File: src/rtl/victim_swap_pkg.sv
// Shared types and default sizes for the victim-cache swap sequencer.
// The top module has one optional feature, enabled with VSC_PERF_CNT_EN.
package victim_swap_pkg;

    localparam int LINE_W_DEF     = 128;
    localparam int ADDR_W_DEF     = 28;
    localparam int VC_ENTRIES_DEF = 4;
    localparam int VC_PTR_W       = $clog2(VC_ENTRIES_DEF);

    typedef enum logic [2:0] {
        ST_IDLE,
        ST_LOOKUP,
        ST_SWAP,
        ST_WB,
        ST_VCWR,
        ST_RD,
        ST_FILL
    } vsc_state_e;

endpackage

File: src/rtl/vsc_shadow_tags.sv
// Shadow tag/valid table mirroring the victim cache, which has no valid bits.
// Its pointer follows the victim cache replacement pointer cycle for cycle.
module vsc_shadow_tags
    import victim_swap_pkg::*;
#(
    parameter int ADDR_W     = ADDR_W_DEF,
    parameter int VC_ENTRIES = VC_ENTRIES_DEF
) (
    input  logic              clk,
    input  logic              rst,
    input  logic              i_wr,
    input  logic [ADDR_W-1:0] i_wr_addr,
    input  logic              i_inv,
    input  logic [ADDR_W-1:0] i_inv_addr,
    input  logic [ADDR_W-1:0] i_lookup_addr,
    output logic              o_match_one,
    output logic              o_match_valid
);

    localparam int PTR_W = (VC_ENTRIES > 1) ? $clog2(VC_ENTRIES) : 1;
    localparam int CNT_W = $clog2(VC_ENTRIES + 1);

    logic [ADDR_W-1:0]     r_addr [VC_ENTRIES];
    logic [VC_ENTRIES-1:0] r_valid;
    logic [PTR_W-1:0]      r_ptr;
    logic [VC_ENTRIES-1:0] w_match;
    logic [CNT_W-1:0]      w_cnt;

    // Address match ignores valid so duplicate stale tags disqualify a hit.
    always_comb begin
        w_cnt = '0;
        for (int i = 0; i < VC_ENTRIES; i++) begin
            w_match[i] = (r_addr[i] == i_lookup_addr);
            w_cnt      = w_cnt + CNT_W'(w_match[i]);
        end
    end

    assign o_match_one   = (w_cnt == CNT_W'(1));
    assign o_match_valid = |(w_match & r_valid);

    always_ff @(posedge clk or negedge rst) begin
        if (!rst) begin
            for (int i = 0; i < VC_ENTRIES; i++) begin
                r_addr[i] <= '0;
            end
            r_valid <= '0;
            r_ptr   <= '0;
        end else begin
            for (int i = 0; i < VC_ENTRIES; i++) begin
                if (i_inv && (r_addr[i] == i_inv_addr)) r_valid[i] <= 1'b0;
                if (i_wr && (r_addr[i] == i_wr_addr))   r_valid[i] <= 1'b0;
            end
            if (i_wr) begin
                r_addr[r_ptr]  <= i_wr_addr;
                r_valid[r_ptr] <= 1'b1;
            end
            // The last slot wraps on the following cycle whether or not it was written.
            if (r_ptr == PTR_W'(VC_ENTRIES - 1)) begin
                r_ptr <= '0;
            end else if (i_wr) begin
                r_ptr <= r_ptr + PTR_W'(1);
            end
        end
    end

endmodule

File: src/rtl/victim_swap_ctrl.sv
// Miss-path sequencer between the L1 dcache, the victim cache and memory.
// Define VSC_PERF_CNT_EN to add saturating hit/miss fill counters.
module victim_swap_ctrl
    import victim_swap_pkg::*;
#(
    parameter int LINE_W     = LINE_W_DEF,
    parameter int ADDR_W     = ADDR_W_DEF,
    parameter int VC_ENTRIES = VC_ENTRIES_DEF
) (
    input  logic              clk,
    input  logic              rst,
`ifdef VSC_PERF_CNT_EN
    output logic [31:0]       perf_hit_cnt_o,
    output logic [31:0]       perf_miss_cnt_o,
`endif
    input  logic              miss_req_i,
    input  logic [ADDR_W-1:0] miss_addr_i,
    input  logic              evict_valid_i,
    input  logic              evict_dirty_i,
    input  logic [ADDR_W-1:0] evict_addr_i,
    input  logic [LINE_W-1:0] evict_data_i,
    output logic              miss_ack_o,
    output logic              fill_valid_o,
    output logic [ADDR_W-1:0] fill_addr_o,
    output logic [LINE_W-1:0] fill_data_o,
    output logic              fill_from_vc_o,
    output logic              busy_o,
    output logic [ADDR_W-1:0] vc_lookup_addr_o,
    input  logic              vc_hit_i,
    input  logic [LINE_W-1:0] vc_data_i,
    output logic              vc_write_o,
    output logic [ADDR_W-1:0] vc_wr_addr_o,
    output logic [LINE_W-1:0] vc_wr_data_o,
    output logic              mem_req_o,
    output logic              mem_we_o,
    output logic [ADDR_W-1:0] mem_addr_o,
    output logic [LINE_W-1:0] mem_wdata_o,
    input  logic              mem_ack_i,
    input  logic [LINE_W-1:0] mem_rdata_i
);

    vsc_state_e        r_state;
    vsc_state_e        w_next;
    logic [ADDR_W-1:0] r_miss_addr;
    logic              r_ev_valid;
    logic              r_ev_dirty;
    logic [ADDR_W-1:0] r_ev_addr;
    logic [LINE_W-1:0] r_ev_data;
    logic [LINE_W-1:0] r_fill_data;
    logic              r_hit;
    logic              w_ev_eff;
    logic              w_wb_need;
    logic              w_match_one;
    logic              w_match_valid;
    logic              w_qual_hit;
    logic              w_inv;

    // A victim equal to the missing line is the line itself: nothing to store.
    assign w_ev_eff   = r_ev_valid && (r_ev_addr != r_miss_addr);
    assign w_wb_need  = w_ev_eff && r_ev_dirty;
    assign w_qual_hit = vc_hit_i && w_match_one && w_match_valid;

    vsc_shadow_tags #(
        .ADDR_W     (ADDR_W),
        .VC_ENTRIES (VC_ENTRIES)
    ) u_shadow (
        .clk           (clk),
        .rst           (rst),
        .i_wr          (vc_write_o),
        .i_wr_addr     (r_ev_addr),
        .i_inv         (w_inv),
        .i_inv_addr    (r_miss_addr),
        .i_lookup_addr (r_miss_addr),
        .o_match_one   (w_match_one),
        .o_match_valid (w_match_valid)
    );

    always_ff @(posedge clk or negedge rst) begin
        if (!rst) r_state <= ST_IDLE;
        else      r_state <= w_next;
    end

    always_ff @(posedge clk or negedge rst) begin
        if (!rst) begin
            r_miss_addr <= '0;
            r_ev_valid  <= 1'b0;
            r_ev_dirty  <= 1'b0;
            r_ev_addr   <= '0;
            r_ev_data   <= '0;
            r_fill_data <= '0;
            r_hit       <= 1'b0;
        end else begin
            if (r_state == ST_IDLE && miss_req_i) begin
                r_miss_addr <= miss_addr_i;
                r_ev_valid  <= evict_valid_i;
                r_ev_dirty  <= evict_dirty_i;
                r_ev_addr   <= evict_addr_i;
                r_ev_data   <= evict_data_i;
                r_hit       <= 1'b0;
            end
            if (r_state == ST_LOOKUP && w_qual_hit) begin
                r_fill_data <= vc_data_i;
                r_hit       <= 1'b1;
            end
            if (r_state == ST_RD && mem_ack_i) r_fill_data <= mem_rdata_i;
        end
    end

    always_comb begin
        w_next         = r_state;
        miss_ack_o     = 1'b0;
        fill_valid_o   = 1'b0;
        fill_from_vc_o = 1'b0;
        vc_write_o     = 1'b0;
        mem_req_o      = 1'b0;
        mem_we_o       = 1'b0;
        mem_addr_o     = '0;
        mem_wdata_o    = '0;
        w_inv          = 1'b0;
        case (r_state)
            ST_IDLE: begin
                if (miss_req_i) begin
                    miss_ack_o = 1'b1;
                    w_next     = ST_LOOKUP;
                end
            end
            ST_LOOKUP: begin
                if (w_qual_hit)     w_next = ST_SWAP;
                else if (w_wb_need) w_next = ST_WB;
                else                w_next = ST_VCWR;
            end
            ST_SWAP: begin
                w_inv      = 1'b1;
                vc_write_o = w_ev_eff;
                w_next     = w_wb_need ? ST_WB : ST_FILL;
            end
            ST_WB: begin
                mem_req_o   = 1'b1;
                mem_we_o    = 1'b1;
                mem_addr_o  = r_ev_addr;
                mem_wdata_o = r_ev_data;
                if (mem_ack_i) w_next = r_hit ? ST_FILL : ST_VCWR;
            end
            ST_VCWR: begin
                vc_write_o = w_ev_eff;
                w_next     = ST_RD;
            end
            ST_RD: begin
                mem_req_o  = 1'b1;
                mem_addr_o = r_miss_addr;
                if (mem_ack_i) w_next = ST_FILL;
            end
            ST_FILL: begin
                fill_valid_o   = 1'b1;
                fill_from_vc_o = r_hit;
                w_next         = ST_IDLE;
            end
            default: w_next = ST_IDLE;
        endcase
    end

    assign busy_o           = (r_state != ST_IDLE);
    assign fill_addr_o      = r_miss_addr;
    assign fill_data_o      = r_fill_data;
    assign vc_lookup_addr_o = r_miss_addr;
    assign vc_wr_addr_o     = r_ev_addr;
    assign vc_wr_data_o     = r_ev_data;

`ifdef VSC_PERF_CNT_EN
    logic [31:0] r_perf_hit;
    logic [31:0] r_perf_miss;

    always_ff @(posedge clk or negedge rst) begin
        if (!rst) begin
            r_perf_hit  <= '0;
            r_perf_miss <= '0;
        end else if (r_state == ST_FILL) begin
            if (r_hit && !(&r_perf_hit))    r_perf_hit  <= r_perf_hit + 32'd1;
            if (!r_hit && !(&r_perf_miss))  r_perf_miss <= r_perf_miss + 32'd1;
        end
    end

    assign perf_hit_cnt_o  = r_perf_hit;
    assign perf_miss_cnt_o = r_perf_miss;
`endif

endmodule

File: config.mk
export PLATFORM = sky130hd
export DESIGN_NAME = victim_swap_ctrl
export DESIGN_NICKNAME = d
export VERILOG_FILES = /design/src/rtl/victim_swap_pkg.sv /design/src/rtl/vsc_shadow_tags.sv /design/src/rtl/victim_swap_ctrl.sv
export SDC_FILE = /design/constraint.sdc
export NUM_CORES = 1
export LEC_CHECK = 0
export CORE_AREA = 2 2 373 375
export DETAILED_ROUTE_END_ITERATION = 16
export DIE_AREA = 0 0 375 377
export DONT_BUFFER_PORTS = 1
export HOLD_SLACK_MARGIN = 0.15
export PLACE_DENSITY_LB_ADDON = 0.2
export SKIP_CTS_REPAIR_TIMING = 1
export SLEW_MARGIN = 30
export SYNTH_ARGS = -nofsm -noshare
export SYNTH_HDL_FRONTEND = slang
export SYNTH_SLANG_ARGS = --single-unit
File: constraint.sdc
create_clock -name clk -period 8 [get_ports clk]
set_input_delay 1.2 -clock clk [delete_from_list [all_inputs] [get_ports clk]]
set_output_delay 1.2 -clock clk [all_outputs]
set_load 0.02 [all_outputs]
==> results of run 1 <==
[power by group]
| part | internal (W) | switching (W) |
|---|---|---|
| Combinational | 0.00182 | 0.00250 |
| Sequential | 0.00323 | 0.00295 |
| Clock | 0.00160 | 0.00109 |
| Total | 0.00665 | 0.00654 |
[per-stage QoR]
stage	setup WS (ns)	cell area (µm²)	std cells
final	2.72	25400	3648
after global routing	2.53	25400	3643
after CTS	2.55	25300	3628
after detailed placement	2.91	23300	3525
after global placement	2.92	23300	3525
after floorplan	4.65	21900	1902
[sequential cells by signal, indices dropped and copies added (netlist names)]
name              flops
vc_wr_addr_o         28
u_shadow.r_ptr        2
r_hit                 1
r_state               3
r_ev_valid            1
vc_wr_data_o        128
u_shadow.r_addr     112
fill_data_o         128
u_shadow.r_valid      4
r_ev_dirty            1
fill_addr_o          28
[path summary, 6_finish.rpt]
kind                                               from                           end  slack [ns]  depth (start not counted)
hold reg to reg            vc_wr_addr_o[27]$_DFFE_PN0P_  vc_wr_addr_o[27]$_DFFE_PN0P_        0.51                          1
max in group asynchronous                           rst  fill_data_o[121]$_DFFE_PN0P_        6.19                          2
setup reg to reg            fill_addr_o[26]$_DFFE_PN0P_   fill_data_o[35]$_DFFE_PN0P_        2.77                         13
min in group clk           vc_wr_addr_o[27]$_DFFE_PN0P_  vc_wr_addr_o[27]$_DFFE_PN0P_        0.51                          1
hold / removal                                      rst   fill_addr_o[12]$_DFFE_PN0P_        0.26                          0
setup / recovery             fill_addr_o[5]$_DFFE_PN0P_                    vc_write_o        2.72                          7
[per-layer routing]
metal / global-route usage / vias up
met5: 0 / -
met4: 0.0567 / 12
met3: 0.0805 / 190
met2: 0.267 / 850
met1: 0.187 / 8218
li1: - / 6519
[synth_stat cells, types with 5 or more instances]
cell type / n / area [µm²]
sky130_fd_sc_hd__nor2_1: 11 / 41.3
sky130_fd_sc_hd__ha_1: 6 / 75.1
sky130_fd_sc_hd__a22o_1: 28 / 245
sky130_fd_sc_hd__and3_1: 6 / 37.5
sky130_fd_sc_hd__mux2_4: 18 / 270
sky130_fd_sc_hd__nor3_1: 6 / 30.0
sky130_fd_sc_hd__xnor2_1: 130 / 1140
sky130_fd_sc_hd__a21oi_1: 260 / 1300
sky130_fd_sc_hd__buf_2: 56 / 280
sky130_fd_sc_hd__and2_1: 129 / 807
sky130_fd_sc_hd__o22ai_1: 129 / 807
sky130_fd_sc_hd__dfrtp_1: 436 / 10900
sky130_fd_sc_hd__nand2_1: 10 / 37.5
sky130_fd_sc_hd__clkbuf_1: 84 / 315
sky130_fd_sc_hd__o31ai_1: 5 / 37.5
sky130_fd_sc_hd__xor2_1: 124 / 1090
sky130_fd_sc_hd__inv_1: 9 / 33.8
sky130_fd_sc_hd__o21ai_0: 7 / 35.0
sky130_fd_sc_hd__buf_4: 35 / 263
sky130_fd_sc_hd__buf_6: 20 / 225
sky130_fd_sc_hd__nand4_1: 38 / 238
sky130_fd_sc_hd__mux2_2: 279 / 3140
sky130_fd_sc_hd__buf_1: 10 / 37.5
sky130_fd_sc_hd__nor4_1: 35 / 219
[worst max-delay path: stages, from the launching register on]
cell,delay [ns]
sky130_fd_sc_hd__dfrtp_1,0.95
sky130_fd_sc_hd__xor2_1,0.22
sky130_fd_sc_hd__nor4_1,0.53
sky130_fd_sc_hd__nand4_1,0.35
sky130_fd_sc_hd__o41ai_2,0.83
sky130_fd_sc_hd__nor3_4,0.07
sky130_fd_sc_hd__buf_4,0.25
sky130_fd_sc_hd__buf_4,0.20
[final cells by class]
type	instances	area (µm²)
antenna	17	42.5
clock buffer	85	1710
clock inverter	18	219
fill	14900	112000
inverter	9	33.8
multi-input combinational	1248	9840
sequential	436	10900
tap	1794	2240
timing repair buffer	41	400
[logic make-up after synthesis]
group                    share of synthesized area
adder cells (fa/ha/maj)                    0.00434
AND/OR/NAND/NOR                             0.0701
buffers and inverters                       0.0563
multiplexers                                 0.156
flip-flops                                   0.497
AO/OA/AOI/OAI                                0.115
XOR/XNOR                                     0.101
==> reports/summary.md, run 1 <==
The number of vias per cell after detailed routing was 4.33; the share of flip-flops with an asynchronous set or reset was 1.00. Across the run, the number of max-cap violations was 0. CTS saw 436 sinks. For the worst setup path, the data arrival time is 4.08 ns.

After synthesis the cells add up to 21900 µm². Initial cell density of the core: 0.160. The starting DRC count in detailed routing is 1179, and the final count of hold timing violations is 0.

The run gives 141000 µm² as the die area. For the hold slack, the log shows 0.258 ns. The maximum number of pins on one net before global-route repair was 437.

Setup repair after global routing left no endpoint under its margin. The die width is 375 µm. The maximum vdd drop is 0.178 mV.

The final critical path time including I/O delays and setup is 5.28 ns, and the number of distinct library cells after synthesis is 42. At the worst endpoint, the required time is 6.80 ns. Most instantiated flip-flop cell in the synthesis netlist: sky130_fd_sc_hd__dfrtp_1. The area added between synthesis and finish was 15.9%; the synthesis warning total was 0. The leakage component of the power is 10.0 nW, and the final core utilization is 0.186. Across the routed clock network, the largest skew measured is 0.0197 ns. Clock latency on the worst-skew pair, taken at its later pin, is 0.65 ns.

For the core area, the log shows 137000 µm². The detail route stage leaves a number of antenna-violating nets equal to 0. The top routing layer in use was met5. The first TritonRoute pass finished after 5 iterations. In the detailed route, the total length drawn on met3 is 14800 µm. Length of routed wiring on met1: 45300 µm. Setup violations remaining at the end of the flow were counted as 0. The kind of start point of the critical path is a flip-flop. Final clock period utilization by the worst path: 0.660. The max-slew headroom at the worst pin was 0.339.

The tools report the root buffer selected by CTS as sky130_fd_sc_hd__clkbuf_16. The power per unit of standard cell area is 519 nW/µm². The number of antenna violations at the first check in global routing was 52. The worst setup path is captured at a primary output.

Total detailed-routing wirelength: 121000 µm. Via count of the first global-routing pass: 16100. For the total chip power, the log shows 0.0132 W. The longest clock path from root to sink contains 3 buffers. Based on the critical path, the design can be clocked at up to 0.190 GHz. The run gives 56900 µm as the total length of routed met2 wires. The synthesized design contains 0 enable-type register cells.

Detailed routing inserted a total of 15800 vias. TritonCTS built the clock tree. Routability-driven placement finished with a final weighted congestion of 0.925. The average size of a mapped cell works out to 11.5 µm².

The worst-margin pin slew was 0.992 ns; the wire length of the first global-routing pass was 158000 µm. The clock transition at the register clock pins on the worst setup and hold paths after CTS works out to 0.06 ns. The setup path with the least slack is of type flip-flop to primary output.

Counting the buffers created by CTS gives 56. The path class of the tightest hold or removal check is primary input to asynchronous set/reset pin. The max-slew violation count is 0. Dividing the detail-routed wire length by the instance count gives 33.3 µm.

The top cell types in the final layout, fill and taps aside, are sky130_fd_sc_hd__dfrtp_1 (431), sky130_fd_sc_hd__mux2_2 (279), sky130_fd_sc_hd__a21oi_1 (260). Net count of the mapped netlist: 2356. The run finished with clean final reports.

The fraction of final layout cells sized beyond drive strength 1 works out to 0.245. The floorplan step set the die height to 377 µm. The detailed-placement wirelength estimate was 94400 µm; the number of top-level pins was 950. The overall global routing resource usage was 0.164; the sequential area share after synthesis was 0.497. The leading cell type in the layout, fill and taps excluded is sky130_fd_sc_hd__dfrtp_1. Synthesis handed over a netlist of 1902 instances. Level count of the clock H-tree: 2.

The synthesized design contains 436 register bits. The port buffer count is 0, and the site row count is 136. The maximum fanout count along the critical path is 12. Adding up every negative setup slack in the final design gives 0 ns. The net count of the finished layout is 2246. The number of remaining DRC errors came out at 0. Summed over all layers, the global routing overflow is 0.
(Power assumes the default switching activity.)
==> run 2, diff against run 1 <==
Clock period 8 ns to 4.32 ns, I/O delays scaled along.
==> run 2 against run 1 <==
Non-clock buffer count up 296. Global-route usage about the same. Clock skew up 0.088 ns. Design area rose by 12%.
==> reports/summary.md, run 2 (synthesis results as in run 1) <==
The flow ran to the end, and the final reports show no timing, DRC or antenna violations. The slowest stage cell on the critical path was sky130_fd_sc_hd__dfrtp_4. The worst-margin pin slew was 1.30 ns (+0.310 ns). Number of vias per cell after detailed routing: 4.30 (-0.54%).

The leading cell type in the layout, fill and taps excluded was sky130_fd_sc_hd__dfrtp_1. The run gives 0.0129 W (+94%) as the cell-internal power. The die width is 375 µm (unchanged).

The worst setup path is launched from a flip-flop. The tightest min-delay check is of the primary input to flip-flop type. For the maximum number of pins on one net before global-route repair, the log shows 437 (unchanged). The tools report the net switching power of the design as 0.0122 W (+87%).

The tree is rooted in a sky130_fd_sc_hd__clkbuf_16. Start-to-end type of the worst setup path: flip-flop to flip-flop. The maximum number of buffers from clock root to sink was 3 (unchanged); the power per unit of standard cell area was 884 nW/µm² (+70%). The maximum fanout count along the critical path was 61 (+49); the starting DRC count in detailed routing was 1134 (-3.8%).

The relative contribution of sequential cells to total power came out at 0.419 (-0.050). The critical path capture point type was a flip-flop. The logs give 0 (unchanged) for the final count of hold timing violations and 0.0770 (-0.00356) for the met3 track demand over resource in global routing.

Register-to-register setup slack: 0.18 ns (-2.59 ns). Walking the worst path, the cells encountered are xor2_1 -> nor4_1 -> nand3_1 -> nor2_1 -> ha_1 -> fa_1 -> ha_1 -> nor2_1 -> and3_1 -> o311ai_4 -> buf_12 -> o22ai_1 -> a21oi_1. The tools report the part of the total power dissipated in the clock network as 0.202 (-0.002). The net switching share of the total power was 0.486 (-0.00962); the core area was 137000 µm² (unchanged). The aggregate global routing overflow was 0 (unchanged); the largest incremental delay on the critical path was 0.60 ns (-0.35 ns). The number of buffers and inverters on the critical path is 1 (-1). The met1 capacity usage during global routing came out at 0.186 (-0.000422). The tools report the overall global routing resource usage as 0.164 (about the same). The CTS sink count is 436 (unchanged). The final core utilization came out at 0.208 (+0.0221). The via count of the first global-routing pass came out at 16400 (+2.0%).

The total negative slack was 0 ns (unchanged). The cell family with the largest share of critical-path delay is simple AND/OR/NAND/NOR gates. The tools report the leakage component of the power as 11.4 nW (+14%). The net count of the finished layout came out at 2544 (+13%). For the hold slack, the log shows 0.161 ns (-0.0969 ns). The fraction of final layout cells sized beyond drive strength 1 is 0.245 (about the same), and the max-slew headroom at the worst pin is 0.132 (-0.207). Placed cell count: 3598 (+2.1%). The final setup violation count was 0 (unchanged); the arrival time at the worst endpoint was 4.66 ns (+0.58 ns). The die area came out at 141000 µm² (unchanged).

TritonCTS built the clock tree. The max-slew violation count was 0 (unchanged); the initial cell density of the core was 0.160 (unchanged). The number of top-level pins is 950 (unchanged), and the number of iterations in the first detailed-routing pass is 5 (unchanged).

The run gives 95200 µm (+0.85%) as the detailed-placement wirelength estimate. The path depth of the worst reg2reg path works out to 13 (unchanged). The tools report the startpoint of the lowest-slack hold path as vc_data_i[2].

The run gives 0.269 (+0.00206) as the met2 global-route usage. The site row count is 136 (unchanged), and the number of clock buffers inserted by TritonCTS is 58 (+3.6%). The number of cells traversed by the worst hold path works out to 2.

Detail-routed net length per standard cell: 30.9 µm (-7.0%). The area added between synthesis and finish is 29.7%, and the clock transition at the register clock pins on the worst setup and hold paths after CTS is 0.07 ns (about the same). The proportion of power drawn by combinational gates is 0.379 (+0.052). The port buffer count was 0 (unchanged). The layer with the highest usage was met2.

The number of routed nets with antenna violations came out at 0 (unchanged). In this run the critical register-to-register path is captured at fill_data_o[55]$_DFFE_PN0P_. The logs give 0.409 mV (+130%) for the maximum vdd drop and 0.108 ns (+0.0884 ns) for the setup clock skew after layout. Timing would allow up to 0.242 GHz. The top cell types in the final layout, fill and taps aside, are sky130_fd_sc_hd__dfrtp_1 (433), sky130_fd_sc_hd__mux2_2 (279), sky130_fd_sc_hd__a21oi_1 (260).

For the clock latency of the later-clocked register in the worst-skew pair, the log shows 0.70 ns (+0.05 ns). For hold timing, the worst endpoint is fill_data_o[2]$_DFFE_PN0P_. The die outline height came out at 377 µm (unchanged).

The tools report the total detailed-routing wirelength as 122000 µm (+0.60%). Setup repair after global routing left no endpoint under its margin. The logs give 53 (+1.9%) for the number of antenna violations at the first check in global routing and 0 (unchanged) for the number of remaining DRC errors. The run gives 0.0252 W (+91%) as the total chip power. The non-filler instance count after layout was 3948 (+8.2%); the final critical path time including I/O delays and setup was 4.14 ns. Total number of vias: 17000 (+7.6%). For the final estimated routing congestion in global placement, the log shows 0.921 (-0.42%). The worst register-to-register path begins at fill_addr_o[3]$_DFFE_PN0P_. The final clock period utilization by the worst path was 0.958; the level count of the clock H-tree was 2 (unchanged).

The data required time at the worst endpoint is 4.84 ns (-1.96 ns). The total of max-cap violations was 0 (unchanged); the wire length of the first global-routing pass was 159000 µm (+0.33%).
run 2: cell types whose count changed in the layout (fill, tap and decap cells not counted), sizes merged:
cell	before	now
inv	12	11
bufinv	4	3
buf	41	114
clkinv	10	11
clkbuf	85	91
dlygate4sd3	0	223
clkinvlp	1	0
run 2: worst max-delay path by stage:
stage,start,to,slack (ns),cells after the start
finish,fill_addr_o[3]$_DFFE_PN0P_,fill_data_o[55]$_DFFE_PN0P_,0.18,13
global placement,fill_addr_o[3]$_DFFE_PN0P_,fill_data_o[61]$_DFFE_PN0P_,-0.06,14
detailed placement,fill_addr_o[3]$_DFFE_PN0P_,fill_data_o[61]$_DFFE_PN0P_,-0.01,14
global route,fill_addr_o[3]$_DFFE_PN0P_,fill_data_o[35]$_DFFE_PN0P_,0.03,14
floorplan,fill_addr_o[24]$_DFFE_PN0P_,fill_data_o[126]$_DFFE_PN0P_,0.97,15
CTS,fill_addr_o[5]$_DFFE_PN0P_,vc_write_o,-0.20,8
run 2: area by class of cell:
cell class / count / area, µm²
clock inverters: 16 / 241
repair buffers: 337 / 3320
diodes: 17 / 42.5
well taps: 1794 / 2240
inverters: 9 / 33.8
flip-flops and latches: 436 / 10900
clock buffers: 91 / 1790
fillers: 14800 / 109000
multi-input cells: 1248 / 9850
run 2: power groups by stage:
stage / sequential, W / combinational (W) / clock (W)
global placement: 0.0106 / 0.00926 / 0
floorplan: 0.00917 / 0.00627 / 0
finish: 0.0105 / 0.00953 / 0.00509
detailed placement: 0.0106 / 0.00928 / 0
global route: 0.0109 / 0.0102 / 0.00543
CTS: 0.0106 / 0.00932 / 0.00526
run 2: routing by layer:
layer | part of all wire | up-vias
met5 | 0.00086 | -
met4 | 0.037 | 16
met3 | 0.11 | 214
met2 | 0.47 | 875
met1 | 0.38 | 8767
li1 | - | 7124
run 2: through the flow:
step           cell area (µm²)  setup WS (ns)
2_1_floorplan            21900          0.967
3_3_place_gp             24000        -0.0573
3_5_place_dp             24000        -0.0109
4_1_cts                  26100         -0.202
5_1_grt                  28400         0.0349
6_report                 28400          0.181
